[src/rtl/buff_sched_pkg.sv]
`default_nettype none
// ============================================================================
// Module   : buff_sched_pkg
// Brief    : Shared types and defaults for the endpoint buffer owner scheduler.
// Revision : 1.0 - initial release
// ============================================================================
package buff_sched_pkg;

  localparam int BUF_DEPTH_DEF  = 64;
  localparam int TX_TIMEOUT_DEF = 1024;

  typedef enum logic [2:0] {
    ST_IDLE        = 3'd0,
    ST_HOST_LOAD   = 3'd1,
    ST_TX_START    = 3'd2,
    ST_TX_WAIT_ACT = 3'd3,
    ST_TX_ACTIVE   = 3'd4,
    ST_RX_FILL     = 3'd5,
    ST_RX_HOLD     = 3'd6,
    ST_CLEAR       = 3'd7
  } sched_state_e;

  // The host owns the buffer both while loading TX data and while draining RX data.
  function automatic logic host_owns(input sched_state_e st);
    return (st == ST_HOST_LOAD) || (st == ST_RX_HOLD);
  endfunction

endpackage
`default_nettype wire

[src/rtl/flex_counter.sv]
`default_nettype none
// ============================================================================
// Module   : flex_counter
// Brief    : Up-counter with synchronous clear that saturates at rollover_val.
// Revision : 1.0 - initial release
// ============================================================================
module flex_counter #(
  parameter int NUM_CNT_BITS = 4
) (
  input  logic                    clk,
  input  logic                    n_rst,
  input  logic                    clear,
  input  logic                    count_enable,
  input  logic [NUM_CNT_BITS-1:0] rollover_val,
  output logic [NUM_CNT_BITS-1:0] count_out,
  output logic                    rollover_flag
);

  logic [NUM_CNT_BITS-1:0] r_count;

  always_ff @(posedge clk or negedge n_rst) begin
    if (!n_rst) begin
      r_count <= '0;
    end else if (clear) begin
      r_count <= '0;
    end else if (count_enable && (r_count != rollover_val)) begin
      r_count <= r_count + NUM_CNT_BITS'(1);
    end
  end

  assign count_out     = r_count;
  assign rollover_flag = (r_count == rollover_val);

endmodule
`default_nettype wire

[src/rtl/buff_owner_sched.sv]
`default_nettype none
// ============================================================================
// Module   : buff_owner_sched
// Brief    : Arbitrates the shared USB endpoint buffer between host and USB RX
//            and sequences the TX load/start/transmit/clear transaction.
// Revision : 1.0 - initial release
// ============================================================================
module buff_owner_sched
  import buff_sched_pkg::*;
#(
  parameter int BUF_DEPTH  = BUF_DEPTH_DEF,
  parameter int TX_TIMEOUT = TX_TIMEOUT_DEF
) (
  input  logic                             clk,
  input  logic                             n_rst,
  input  logic                             host_req,
  input  logic                             host_done,
  input  logic                             host_abort,
  input  logic                             host_rd_done,
  input  logic                             rx_req,
  input  logic                             rx_done,
  input  logic                             rx_err,
  input  logic                             tx_trans_act,
  input  logic [$clog2(BUF_DEPTH+1)-1:0]   buff_occupancy,
  output logic                             buff_resv,
  output logic                             grant_host,
  output logic                             grant_rx,
  output logic                             rx_data_ready,
  output logic                             tx_packet_start,
  output logic                             buff_clear,
  output logic                             tx_timeout_err
);

  localparam int c_cnt_bits = $clog2(TX_TIMEOUT);
  localparam int c_occ_bits = $clog2(BUF_DEPTH + 1);
  localparam logic [c_cnt_bits-1:0] c_timeout_last = c_cnt_bits'(TX_TIMEOUT - 1);
  localparam logic [c_occ_bits-1:0] c_occ_max      = c_occ_bits'(BUF_DEPTH);

  sched_state_e            r_state;
  sched_state_e            w_next_state;
  logic [c_cnt_bits-1:0]   w_cnt;
  logic                    w_cnt_at_last;
  logic                    w_cnt_clear;
  logic                    w_cnt_en;
  logic                    w_timeout;

  // Counter is zeroed everywhere except while waiting for the TX transaction to begin.
  assign w_cnt_en    = (r_state == ST_TX_WAIT_ACT);
  assign w_cnt_clear = !w_cnt_en;

  flex_counter #(
    .NUM_CNT_BITS (c_cnt_bits)
  ) u_timeout_cnt (
    .clk           (clk),
    .n_rst         (n_rst),
    .clear         (w_cnt_clear),
    .count_enable  (w_cnt_en),
    .rollover_val  (c_timeout_last),
    .count_out     (w_cnt),
    .rollover_flag (w_cnt_at_last)
  );

  assign w_timeout = (r_state == ST_TX_WAIT_ACT) && !tx_trans_act && w_cnt_at_last;

  always_ff @(posedge clk or negedge n_rst) begin
    if (!n_rst) begin
      r_state <= ST_IDLE;
    end else begin
      r_state <= w_next_state;
    end
  end

  always_comb begin
    w_next_state = r_state;
    case (r_state)
      ST_IDLE: begin
        // RX cannot be NAKed mid-packet, so it beats a simultaneous host request.
        if (rx_req)        w_next_state = ST_RX_FILL;
        else if (host_req) w_next_state = ST_HOST_LOAD;
      end
      ST_HOST_LOAD: begin
        if (host_abort)     w_next_state = ST_CLEAR;
        else if (host_done) w_next_state = ST_TX_START;
      end
      ST_TX_START: w_next_state = ST_TX_WAIT_ACT;
      ST_TX_WAIT_ACT: begin
        if (tx_trans_act)   w_next_state = ST_TX_ACTIVE;
        else if (w_timeout) w_next_state = ST_CLEAR;
      end
      ST_TX_ACTIVE: begin
        if (!tx_trans_act) w_next_state = ST_CLEAR;
      end
      ST_RX_FILL: begin
        if (rx_err)       w_next_state = ST_CLEAR;
        else if (rx_done) w_next_state = ST_RX_HOLD;
      end
      ST_RX_HOLD: begin
        if (host_rd_done) w_next_state = ST_CLEAR;
      end
      ST_CLEAR: w_next_state = ST_IDLE;
      default:  w_next_state = ST_IDLE;
    endcase
  end

  assign buff_resv       = (r_state != ST_IDLE);
  assign grant_host      = host_owns(r_state);
  assign grant_rx        = (r_state == ST_RX_FILL);
  assign rx_data_ready   = (r_state == ST_RX_HOLD);
  assign tx_packet_start = (r_state == ST_TX_START);
  assign buff_clear      = (r_state == ST_CLEAR);
  assign tx_timeout_err  = w_timeout;

  a_grant_excl: assert property (@(posedge clk) disable iff (!n_rst) !(grant_host && grant_rx));
  a_occ_range:  assert property (@(posedge clk) disable iff (!n_rst) buff_occupancy <= c_occ_max);
  a_cnt_sat:    assert property (@(posedge clk) disable iff (!n_rst) w_cnt <= c_timeout_last);

endmodule
`default_nettype wire

[config.mk]
export PLATFORM = sky130hd
export DESIGN_NAME = buff_owner_sched
export DESIGN_NICKNAME = d
export VERILOG_FILES = /design/src/rtl/buff_sched_pkg.sv /design/src/rtl/flex_counter.sv /design/src/rtl/buff_owner_sched.sv
export SDC_FILE = /design/constraint.sdc
export NUM_CORES = 1
export LEC_CHECK = 0
export BUFFER_PORTS_ARGS = -buffer_cell sky130_fd_sc_hd__buf_2
export CORE_MARGIN = 2
export CORE_UTILIZATION = 25
export DETAILED_ROUTE_END_ITERATION = 8
export SLEW_MARGIN = 20
export SYNTH_ARGS = -nofsm -noshare
export SYNTH_HDL_FRONTEND = slang
export SYNTH_HIERARCHICAL = 1
export SYNTH_SLANG_ARGS = --single-unit
[constraint.sdc]
create_clock -name clk -period 2.4 [get_ports clk]
set_input_delay 0.36 -clock clk [delete_from_list [all_inputs] [get_ports clk]]
set_output_delay 0.36 -clock clk [all_outputs]
set_load 0.02 [all_outputs]
-- Word-level counts from Yosys, hierarchy flattened
Cells that the tools add are included.
- add/subtract/negate cells: 1
- eq/ne operators: 16
- muxes and demuxes: 13
- reduce and logical (&&, ||, !) cells: 8
- operator list (cell ; number):
    $mux W3 ; 10
    $pmux W3 S8 ; 1
    $mux W10 ; 2
    $eq A3 B3 Y1 const B ; 4
    $ne A3 B3 Y1 const B ; 4
    $add A10 B1 Y10 const B ; 1
    $eq A10 B10 Y1 const B ; 1
    $ne A10 B10 Y1 const B ; 1
    $eq A3 B2 Y1 const B ; 2
    $ne A2 B2 Y1 const B ; 3
    $reduce_and A6 Y1 ; 1
    $eq A3 B1 Y1 const B ; 1
    $logic_and A1 B1 Y1 ; 3
    $logic_not A3 Y1 ; 1
    $reduce_bool A3 Y1 ; 1
    $logic_not A1 Y1 ; 1
    $logic_or A1 B1 Y1 ; 1
- bits in registers: 13
- bits of input ports: 17
- output and inout bits: 7
- logic and storage cells: 40

-- Logic depth before layout (Yosys ltp)
Gate-level depths: netlist of run 1.
- depth after elaboration: 6
- depth in mapped cells: 8
- gate-level depth less buffers: 7

-- Hierarchy
The synthesis of run 1 kept the hierarchy.
- modules (own cells, without submodules) (module ; instances ; cells an instance ; area an instance (µm²) ; seq. area each (µm²)):
    flex_counter ; 1 ; 71 ; 668.1 ; 250.2
    buff_owner_sched ; 1 ; 44 ; 331.6 ; 75.1

-- Worst setup path after synthesis of run 1
Ideal clock, no wire load.
- kind: register to output
- from: register u_timeout_cnt.r_count[2], in the netlist u_timeout_cnt/count_out[2]
- to: output port tx_timeout_err
- arrival: 1.763 ns
- required time: 2.040 ns
- path slack: 0.277 ns
- stages on the path, launching flop included: 6
- buffers on the path: 1
- path through: dfrtp_1 xnor2_1 nand4_1 nor4_4 buf_6 nor3b_1
- cells in the longest elaborated chain, start to end: 2
- RTL lines (what ; RTL line ; RTL):
    start: declaration ; flex_counter.sv:19 ; logic [NUM_CNT_BITS-1:0] r_count;
    start signal: assignment ; flex_counter.sv:27 ; r_count <= r_count + NUM_CNT_BITS'(1);
    $eq A10 B10 Y1 ; flex_counter.sv:32 ; assign rollover_flag = (r_count == rollover_val);
    net w_cnt_at_last ; buff_owner_sched.sv:42 ; logic w_cnt_at_last;
    $logic_and A1 B1 Y1 ; buff_owner_sched.sv:63 ; assign w_timeout = (r_state == ST_TX_WAIT_ACT) && !tx_trans_act && w_cnt_at_last;
    end: declaration ; buff_owner_sched.sv:31 ; output logic tx_timeout_err
The timed path passes the listed nets, and every way through them passes these cells.

-- Worst setup path in the final report of run 1
- from: register r_state[0]
- to: output port tx_timeout_err
- cells in the longest elaborated chain, start to end: 3
- RTL lines (what ; RTL line ; RTL):
    start: declaration ; buff_owner_sched.sv:39 ; sched_state_e r_state;
    start signal: assignment ; buff_owner_sched.sv:69 ; r_state <= w_next_state;
    $eq A3 B2 Y1 ; -- ;
    net w_cnt_en ; buff_owner_sched.sv:44 ; logic w_cnt_en;
    $logic_and A1 B1 Y1 (2 in a row) ; buff_owner_sched.sv:63 ;
The timed path passes the listed nets, and every way through them passes these cells.

==> summary.md, run 1 <==
| Metric | Value |
|---|---|
| Io pins | 24 |
| Met3 usage | 3.33% |
| Initial antenna violation count | 0 |
| Syn Inst Count | 115 |
| Routability cong. | 0.858 |
| Via Count | 928 |
| WP data arrival | 1.80 ns |
| Met2 GRT Util | 20.3% |
| Peak VDD IR | 0.431 mV |
| Final min period | between 2 and 2.5 ns |
| Worst setup SP type | register |
| DP Area | 1170 um2 |
| Fmax | 464 MHz |
| FF-to-FF setup slack | around 0.27 ns |
| Power per Cell Area | 795 nW/um2 |
| Inst Count DP | 187 |
| Gr ovfl total | 0 |
| Design area | 1220 um2 |
| Yosys top cell by area | dfrtp_1 |
| Number of vias per cell | 4.83 |
| CP max stage delay | around 0.55 ns |
| Worst-path clk slew | 0.06 ns |
| CTS Sinks | 13 |
| Vias in the first global route | 925 |
| H-tree lvl count | 1 |
| CTS Buffer Depth | 2 |
| Slowest-stage cell, CP | dfrtp_1 |
| Period utilisation layout | 89.8% |
| ANT nets after route | 0 |
| Seq/Total Area, Yosys | 32.5% |
| Leak | 0.486 nW |
| First-pass GRT wire length | 3.96 mm |
| GR peak layer | met2 |
| Crit-path max FO | 12 |
| Netlist Area Pre-Place | around 1000 um2 |
| WL/cell | 11.4 um |
| Num CTS Buffers | 3 |
| Share of the synthesized area in the top cell type | 32.5% |
| Skew final | 0.00268 ns |
| #FFs+latches synth | 13 |
| WS Path Type | reg -> out |
| WP data required | ~2.0 ns |
| Chip width | about 67 um |
| Post-CTS Setup Inserts | 0 |
| Synth warnings | 6 |
| Gr usage total | 11.4% |
| # Max-Cap Violations | 0 |
| Grt met1 use | 12.9% |
| Finished Layout Cells | 192 |
| Initial drt markers | 15 |
| Diodes inserted | 0 |
| Final WL | 2.19 mm |
| Status | finished, final reports clean |
| Final slew viol count | 0 |
| Final-stage net count | 163 |
| Clk_lat worst skew | 0.25 ns |
| Dpl hpwl | between 1.5 and 2 mm |
| Critical-path cell list | nand2_1 -> nor2_1 -> buf_4 -> inv_1 -> nor3b_1 -> buf_2 |
| Final Hold Fails | 0 |
| # DRC | 0 |
| # resized after CTS | 0 |
| Area grow syn2layout | 22.4% |
| Die height | 67.2 um |
| Total die area | 4520 um2 |
| Drt pass-1 iters | 4 |
| Mean post-synth cell area | 8.69 um2 |
| Row cnt | 22 |
| Largest net degree at the start of global routing | 19 |
| Library cells used by synthesis | 37 |
| RSZ-0062 raised after global routing | false |
| CTS tree | done |
| Area contributors post-synth | dfrtp_1 (33%), xnor2_1 (7.0%), or4_1 (6.0%) |
| Setup violations, final | 0 |
| Setup TNS | 0 ns |
| Root buffer cell | clkbuf_8 |
| Layout cells sized above 1 | 21.5% |
| IO Port Bufs | 16 |
| Initial Util | 26.7% |
| Hold WC Path Type | in -> reg |
| Core region area | 3740 um2 |
| CTS Hold Bufs | 1 |
| Crit path capture type | output pin |
==> Yosys cell counts <==
cell	n
a211o_1	1
a211oi_1	1
a21oi_1	8
a31o_1	1
a31oi_2	1
and3_4	1
buf_2	2
buf_6	2
clkbuf_1	1
conb_1	1
dfrtp_1	13
ha_1	1
inv_1	3
mux2_1	1
mux2_2	2
nand2_1	9
nand2b_1	2
nand3_1	3
nand3b_1	1
nand4_1	2
nand4_2	1
nor2_1	11
nor2b_1	3
nor3_1	1
nor3b_1	3
nor4_4	1
nor4b_2	1
o211ai_1	1
o21ai_0	6
o21ai_1	3
o21bai_1	1
o22ai_1	1
o31ai_1	5
or3_1	3
or4_1	8
xnor2_1	8
xor2_1	2
==> flip-flops by register name (all words and copies together), names as in the netlist <==
signal,cells
u_timeout_cnt/count_out,10
r_state,3
==> area by class of cell <==
class                           instances  area [um2]
Fill cell                             425        2520
Multi-Input combinational cell        103         661
Clock inverter                          1        5.00
Clock buffer                            3        41.3
Timing Repair Buffer                   21         120
Tap cell                               48        60.1
Inverter                                3        11.3
Sequential cell                        13         325
==> critical path, delay by kind of cell, from the launching register on <==
family / cells / cell delay (ns)
AND/OR/NAND/NOR: 3 / 0.57
flip-flops: 1 / 0.55
buffers and inverters: 3 / 0.42
==> routing by layer <==
layer	wire (um)	vias to the layer above
met2	1080	22
met1	966	433
met3	115	3
met5	0	-
li1	-	470
met4	24	0
==> path summary, 6_finish.rpt <==
| kind | from | to | depth (start not counted) |
|---|---|---|---|
| setup / recovery | r_state[0] | tx_timeout_err | 6 |
| hold / removal | tx_trans_act | r_state[1] | 4 |
| setup reg to reg | r_state[0] | u_timeout_cnt/count_out[9] | 7 |
| hold reg to reg | u_timeout_cnt/count_out[9] | u_timeout_cnt/count_out[9] | 2 |
| max in group asynchronous | n_rst | u_timeout_cnt/count_out[6] | 2 |
| min in group asynchronous | n_rst | r_state[1] | 2 |
==> kinds of logic (layout without fill, tap and decap cells) <==
family	count (synthesis)	in the layout	synth area share [%]
AO/OA/AOI/OAI	29	29	18.1
other	1	10	0.375
XOR/XNOR	10	10	8.76
AND/OR/NAND/NOR	50	50	30.8
multiplexers	3	3	3.38
buffers and inverters	8	28	4.76
adder cells (fa/ha/maj)	1	1	1.25
flip-flops	13	13	32.5
==> stage by stage <==
stage                     utilization (%)  power (W)  hold slack (ns)  worst slack (ns)
after global placement               31.2   0.000756            0.263             0.350
after CTS                            32.7   0.000985            0.476             0.226
after floorplan                         -   0.000656           0.0644             0.277
after detailed placement             31.2   0.000772            0.273             0.267
final                                32.7   0.000972            0.483             0.244
after global routing                 32.7    0.00105            0.554            0.0737
==> cell usage in the layout (no fill, tap or decap), types with 2 or more instances in the layout <==
master,instances
a21oi_1,8
buf_2,16
buf_4,4
clkbuf_8,3
conb_1,10
dfrtp_1,13
inv_1,3
mux2_2,2
nand2_1,9
nand2b_1,2
nand3_1,3
nand4_1,2
nor2_1,11
nor2b_1,3
nor3b_1,3
o21ai_0,6
o21ai_1,3
o31ai_1,5
or3_1,3
or4_1,8
xnor2_1,8
xor2_1,2
==> where the power goes <==
group	switching [W]	leakage, nW	total [W]	internal [W]
registers	0.0000619	0.174	0.000311	0.000249
clock network	0.0000886	0.0255	0.000204	0.000115
logic	0.000262	0.287	0.000458	0.000196
total	0.000413	0.486	0.000972	0.000560
Note: power is estimated with default switching activity, not from simulation.
==> run 2: changes to the inputs <==
--- a/config.mk
+++ b/config.mk
@@ -7,7 +7,7 @@
 export LEC_CHECK = 0
 export BUFFER_PORTS_ARGS = -buffer_cell sky130_fd_sc_hd__buf_2
 export CORE_MARGIN = 2
-export CORE_UTILIZATION = 25
+export CORE_UTILIZATION = 38
 export DETAILED_ROUTE_END_ITERATION = 8
 export SLEW_MARGIN = 20
 export SYNTH_ARGS = -nofsm -noshare
==> constraint.sdc (replaced) <==
create_clock -name clk -period 2.1 [get_ports clk]
set_input_delay 0.315 -clock clk [delete_from_list [all_inputs] [get_ports clk]]
set_output_delay 0.315 -clock clk [all_outputs]
set_load 0.02 [all_outputs]
==> run 2 against run 1 <==
Effect of this change:
- sequential share of layout area rose by 0.22 points
- core utilization grew 17 points
- worst setup slack got worse by 0.11 ns
- clock power shrank 23%
- die area shrank 32%
- hold slack lost 0.051 ns
==> summary.md, run 2 (synthesis gave the netlist of run 1 again) <==
| Metric | Value |
|---|---|
| # Max-Cap Violations | 0 (unchanged) |
| IO Port Bufs | 16 (unchanged) |
| H-tree lvl count | 1 (unchanged) |
| CTS Buffer Depth | 2 (unchanged) |
| Total die area | 3060 um2 (-32%) |
| FF-to-FF setup slack | 0.17 ns (-0.10 ns) |
| Initial antenna violation count | 0 (unchanged) |
| Skew final | 0.00902 ns (+0.00634 ns) |
| Final slew viol count | 0 (unchanged) |
| Final-stage net count | 168 (+3.1%) |
| Critical R2R Launch | u_timeout_cnt/count_out[2] |
| WP data arrival | 1.65 ns (-0.15 ns) |
| Crit-path max FO | 5 (-7) |
| RSZ-0062 raised after global routing | false |
| Power, Total | 0.00106 W (+9.4%) |
| Met2 GRT Util | 27.4% (+7.1 points) |
| Layout cells sized above 1 | 26.2% (+4.6 points) |
| Clk_lat worst skew | 0.28 ns (+0.03 ns) |
| Power per Cell Area | 867 nW/um2 (+9.1%) |
| Hold WC Path Type | in -> reg |
| Row cnt | 18 (-18%) |
| First-pass GRT wire length | 4.00 mm (+1.1%) |
| Highest-count cells in the layout ignoring fill and taps | buf_2 (16), nor2_1 (11), dfrtp_1 (10), conb_1 (10) |
| Peak VDD IR | 0.546 mV (+27%) |
| Diodes inserted | 0 (unchanged) |
| Gr usage total | 16.2% (+4.8 points) |
| Period utilisation layout | 93.5% |
| Hold_ws | 0.432 ns (-0.0512 ns) |
| Chip width | 55.3 um (-18%) |
| ANT nets after route | 0 (unchanged) |
| Core region area | 2480 um2 (-34%) |
| Final WL | 2.19 mm (about the same) |
| CTS Sinks | 13 (unchanged) |
| Io pins | 24 (unchanged) |
| WS Path Type | reg -> out |
| GR peak layer | met2 |
| CTS tree | done |
| Final Hold Fails | 0 (unchanged) |
| Vias in the first global route | 954 (+3.1%) |
| Reg-to-reg endpoint | r_state[2] |
| Leak | 0.497 nW (+2.2%) |
| Final min period | 1.96 ns |
| Initial Util | 40.4% (+14 points) |
| Hold Path Depth | 4 (unchanged) |
| WL/cell | 12.2 um (+7.2%) |
| Fin util | 49.5% (+17 points) |
| Met3 usage | 2.81% (-0.52 points) |
| Worst setup SP type | register |
| Via Count | 947 (+2.0%) |
| Design area | 1230 um2 (+0.31%) |
| Initial drt markers | 6 (-9) |
| Num CTS Buffers | 3 (unchanged) |
| Crit path capture type | output pin |
| Setup TNS | 0 ns (unchanged) |
| Hold path start | tx_trans_act |
| Drt pass-1 iters | 4 (unchanged) |
| Root buffer cell | clkbuf_4 |
| Fillers | 261 (-39%) |
| Commonest non-fill, non-tap cell in the layout | buf_2 |
| Grt met1 use | 19.9% (+7.0 points) |
| Gr ovfl total | 0 (unchanged) |
| Status | finished, final reports clean |
| Max FFs per register | 10 (unchanged) |
| R2r worst-path depth | 7 (unchanged) |
| Largest net degree at the start of global routing | 14 (-5) |
| Dpl hpwl | 1.68 mm (-1.6%) |
| DP Area | 1170 um2 (unchanged) |
| Setup violations, final | 0 (unchanged) |
| WP data required | 1.78 ns (-0.26 ns) |
| Area grow syn2layout | 22.8% |
| # DRC | 0 (unchanged) |
| Number of vias per cell | 5.29 (+9.5%) |
| Routability cong. | 0.767 (-11%) |
| Die height | 55.3 um (-18%) |
| Hold worst-path end | r_state[1] |
| Fmax | 509 MHz |
| Worst-path clk slew | 0.08 ns (+0.02 ns) |
run 2: worst max-delay path by stage:
stage	depth (start not counted)	from	to	slack, ns
2_1_floorplan	5	u_timeout_cnt/count_out[2]	tx_timeout_err	0.02
6_report	5	u_timeout_cnt/count_out[5]	tx_timeout_err	0.14
3_5_place_dp	5	u_timeout_cnt/count_out[2]	tx_timeout_err	0.27
5_1_grt	5	u_timeout_cnt/count_out[3]	tx_timeout_err	0.007
3_3_place_gp	6	u_timeout_cnt/count_out[4]	r_state[2]	0.32
4_1_cts	5	u_timeout_cnt/count_out[5]	tx_timeout_err	0.03
run 2: routing by layer:
layer	part of all wire, %	vias up
li1	-	481
met1	48	439
met2	46	22
met3	4.1	5
met4	2.2	0
met5	0	-
run 2: layout make-up:
type	instances	area (um2)	area share, %
clock buffers	4	26.3	2.14
flip-flops and latches	13	329	26.8
multi-input cells	103	666	54.2
repair buffers	26	158	12.8
well taps	30	37.5	3.06
inverters	3	11.3	0.917
run 2: critical path, cell delays in order (launching register included):
cell	delay (ns)
dfrtp_2	0.41
xnor2_1	0.15
nand4_2	0.16
nor4_4	0.26
nor3b_2	0.20
buf_2	0.18
run 2: timing repair:
item | 4_1_cts | 5_1_grt
gates resized for setup | 0 | 4
hold buffers | 1 | 0
buffers inserted | 1 | 1
endpoints found under the hold margin | 13 | 0
pin swaps | 1 | 0
setup endpoints to repair | 1 | 1
run 2: per-stage QoR:
| step | setup slack, ns | cells |
|---|---|---|
| finish | 0.136 | 179 |
| global route | 0.00722 | 179 |
| CTS | 0.0294 | 178 |
| detailed placement | 0.267 | 172 |
| global placement | 0.316 | 172 |
| floorplan | 0.0221 | 124 |
run 2: where the power goes:
| group | leakage, nW | internal, W | total, W | switching (W) |
|---|---|---|---|---|
| clock | 0.0150 | 0.0000738 | 0.000157 | 0.0000829 |
| combinational | 0.313 | 0.000248 | 0.000603 | 0.000355 |
| sequential | 0.169 | 0.000285 | 0.000304 | 0.0000194 |
| total | 0.497 | 0.000607 | 0.00106 | 0.000457 |
==> run 3: changes to the inputs <==
--- a/config.mk
+++ b/config.mk
@@ -8,6 +8,7 @@
 export BUFFER_PORTS_ARGS = -buffer_cell sky130_fd_sc_hd__buf_2
 export CORE_MARGIN = 2
 export CORE_UTILIZATION = 38
+export CTS_BUF_LIST = sky130_fd_sc_hd__clkbuf_4
 export DETAILED_ROUTE_END_ITERATION = 8
 export SLEW_MARGIN = 20
 export SYNTH_ARGS = -nofsm -noshare
==> run 3 against run 2 <==
Effect of this change:
- clock power is 8% higher
- combinational power hardly changed
- first-iteration DRC count stayed put
- register-to-register slack hardly changed
- critical endpoint unchanged
- fmax hardly changed
- hold slack hardly changed
- core utilization is 0.15 points higher
- sequential share of layout area is 0.082 points lower
- count of clock-buffer cells in the layout stayed put
==> summary.md, run 3 (synthesis gave the netlist of run 1 again) <==
| Metric | Value |
|---|---|
| Status | finished, final reports clean |
| Layout cells sized above 1 | 26.8% (+0.67 points) |
| Power, Total | 0.00108 W (+1.2%) |
| Fmax | 509 MHz (about the same) |
| FF-to-FF setup slack | 0.17 ns (about the same) |
| WP data arrival | 1.65 ns (about the same) |
| R2r worst-path depth | 7 (unchanged) |
| Highest-count cells in the layout ignoring fill and taps | buf_2 (16), nor2_1 (11), dfrtp_1 (10), conb_1 (10) |
| Total die area | 3060 um2 (unchanged) |
| CTS tree | done |
| Dpl hpwl | 1.68 mm (unchanged) |
| Period utilisation layout | 93.6% (about the same) |
| Vias in the first global route | 950 (-0.42%) |
| WS Path Type | reg -> out |
| # DRC | 0 (unchanged) |
| Setup violations, final | 0 (unchanged) |
| Design area | 1230 um2 (+0.31%) |
| Critical R2R Launch | u_timeout_cnt/count_out[2] |
| # Max-Cap Violations | 0 (unchanged) |
| Hold worst-path end | r_state[1] |
| CTS Buffer Depth | 2 (unchanged) |
| IO Port Bufs | 16 (unchanged) |
| Final Hold Fails | 0 (unchanged) |
| GR peak layer | met2 |
| Num CTS Buffers | 3 (unchanged) |
| Drt pass-1 iters | 4 (unchanged) |
| Hold path start | tx_trans_act |
| Root buffer cell | clkbuf_4 |
| Peak VDD IR | 0.546 mV (about the same) |
| Gr ovfl total | 0 (unchanged) |
| Slowest-stage cell, CP | dfrtp_2 |
| Grt met1 use | 19.6% (-0.29 points) |
| Met3 usage | 2.81% (unchanged) |
| Final-stage net count | 168 (unchanged) |
| Gr usage total | 16.2% (unchanged) |
| Commonest non-fill, non-tap cell in the layout | buf_2 |
| CP max stage delay | 0.42 ns (about the same) |
| Delay-heaviest family, CP | simple AND/OR/NAND/NOR gates |
| Crit-path max FO | 5 (unchanged) |
| Initial antenna violation count | 0 (unchanged) |
| ANT nets after route | 0 (unchanged) |
| Post-route setup slack | 0.135 ns (-0.000850 ns) |
| Largest net degree at the start of global routing | 14 (unchanged) |
| Hold WC Path Type | in -> reg |
| Reg-to-reg endpoint | r_state[2] |
| Via Count | 940 (-0.74%) |
| Initial Util | 40.4% (unchanged) |
| Core region area | 2480 um2 (unchanged) |
| Met2 GRT Util | 27.7% (+0.34 points) |
| Final min period | 1.97 ns (+0.000850 ns) |
| Skew final | 0.00923 ns (+0.000207 ns) |
| Setup TNS | 0 ns (unchanged) |
| Die height | 55.3 um (unchanged) |
| Row cnt | 18 (unchanged) |
| Worst setup SP type | register |
| WL/cell | 12.2 um (-0.27%) |
| Chip width | 55.3 um (unchanged) |
| RSZ-0062 raised after global routing | false |
| Pre-CTS WS | 0.267 ns (unchanged) |
| Power per Cell Area | 875 nW/um2 (+0.93%) |
| CTS Sinks | 13 (unchanged) |
| Critical-path cell list | xnor2_1 -> nand4_2 -> nor4_4 -> nor3b_2 -> buf_2 |
| CP Buf/Inv Count | 1 (unchanged) |
| Clk_lat worst skew | 0.28 ns (about the same) |
| Worst-path clk slew | 0.08 ns (about the same) |
| WP data required | 1.78 ns (about the same) |
| Hold Path Depth | 4 (unchanged) |
| First-pass GRT wire length | 4.00 mm (unchanged) |
| Area grow syn2layout | 23.2% |
| Final WL | 2.18 mm (-0.27%) |
| Leak | 0.500 nW (+0.69%) |
| Initial drt markers | 6 (unchanged) |
| DP Area | 1170 um2 (unchanged) |
| Diodes inserted | 0 (unchanged) |
| Max FFs per register | 10 (unchanged) |
| Io pins | 24 (unchanged) |
| Final slew viol count | 0 (unchanged) |
| Routability cong. | 0.767 (unchanged) |
| Crit path capture type | output pin |
| Number of vias per cell | 5.25 (-0.74%) |
| H-tree lvl count | 1 (unchanged) |
[run 3: worst reg2reg max path, stage by stage, from the launching register on]
cell,delay [ns]
dfrtp_1,0.45
xnor2_1,0.15
nand4_1,0.15
nor4_4,0.05
buf_4,0.16
or4_1,0.48
and3_4,0.20
a31o_1,0.18
[run 3: cell type report]
type / count / area [um2]
tap: 30 / 37.5
sequential: 13 / 329
fill: 263 / 1250
timing repair buffer: 26 / 158
inverter: 3 / 11.3
clock buffer: 4 / 30.0
multi-input combinational: 103 / 666
[run 3: per-layer routing]
| layer | part of all wire (%) | up-vias |
|---|---|---|
| met3 | 4.1 | 5 |
| met5 | 0 | - |
| met2 | 47 | 19 |
| met1 | 47 | 434 |
| met4 | 2.1 | 0 |
| li1 | - | 482 |
[run 3: where the power goes]
| part | internal (W) | switching (W) | total [W] |
|---|---|---|---|
| Clock | 0.0000867 | 0.0000829 | 0.000170 |
| Sequential | 0.000285 | 0.0000194 | 0.000304 |
| Combinational | 0.000248 | 0.000355 | 0.000603 |
| Total | 0.000620 | 0.000457 | 0.00108 |
[run 3: timing repair]
action	in CTS	in global routing
pin swaps	1	0
resized for setup	0	4
endpoints found under the hold margin	13	0
hold buffers	1	0
buffers inserted	1	1
setup endpoints to repair	1	1
[run 3: worst max path at each step]
stage	startpoint	to	slack (ns)	cells past startpoint
6_report	u_timeout_cnt/count_out[5]	tx_timeout_err	0.13	5
5_1_grt	u_timeout_cnt/count_out[3]	tx_timeout_err	0.007	5
4_1_cts	u_timeout_cnt/count_out[5]	tx_timeout_err	0.03	5
3_5_place_dp	u_timeout_cnt/count_out[2]	tx_timeout_err	0.27	5
3_3_place_gp	u_timeout_cnt/count_out[4]	r_state[2]	0.32	6
2_1_floorplan	u_timeout_cnt/count_out[2]	tx_timeout_err	0.02	5
[run 3: through the flow]
step | utilization [%] | std cells | hold WS (ns)
3_3_place_gp | 47.1 | 172 | 0.224
4_1_cts | 49.0 | 178 | 0.408
5_1_grt | 49.7 | 179 | 0.467
6_report | 49.7 | 179 | 0.432
3_5_place_dp | 47.1 | 172 | 0.228
2_1_floorplan | - | 124 | 0.0194
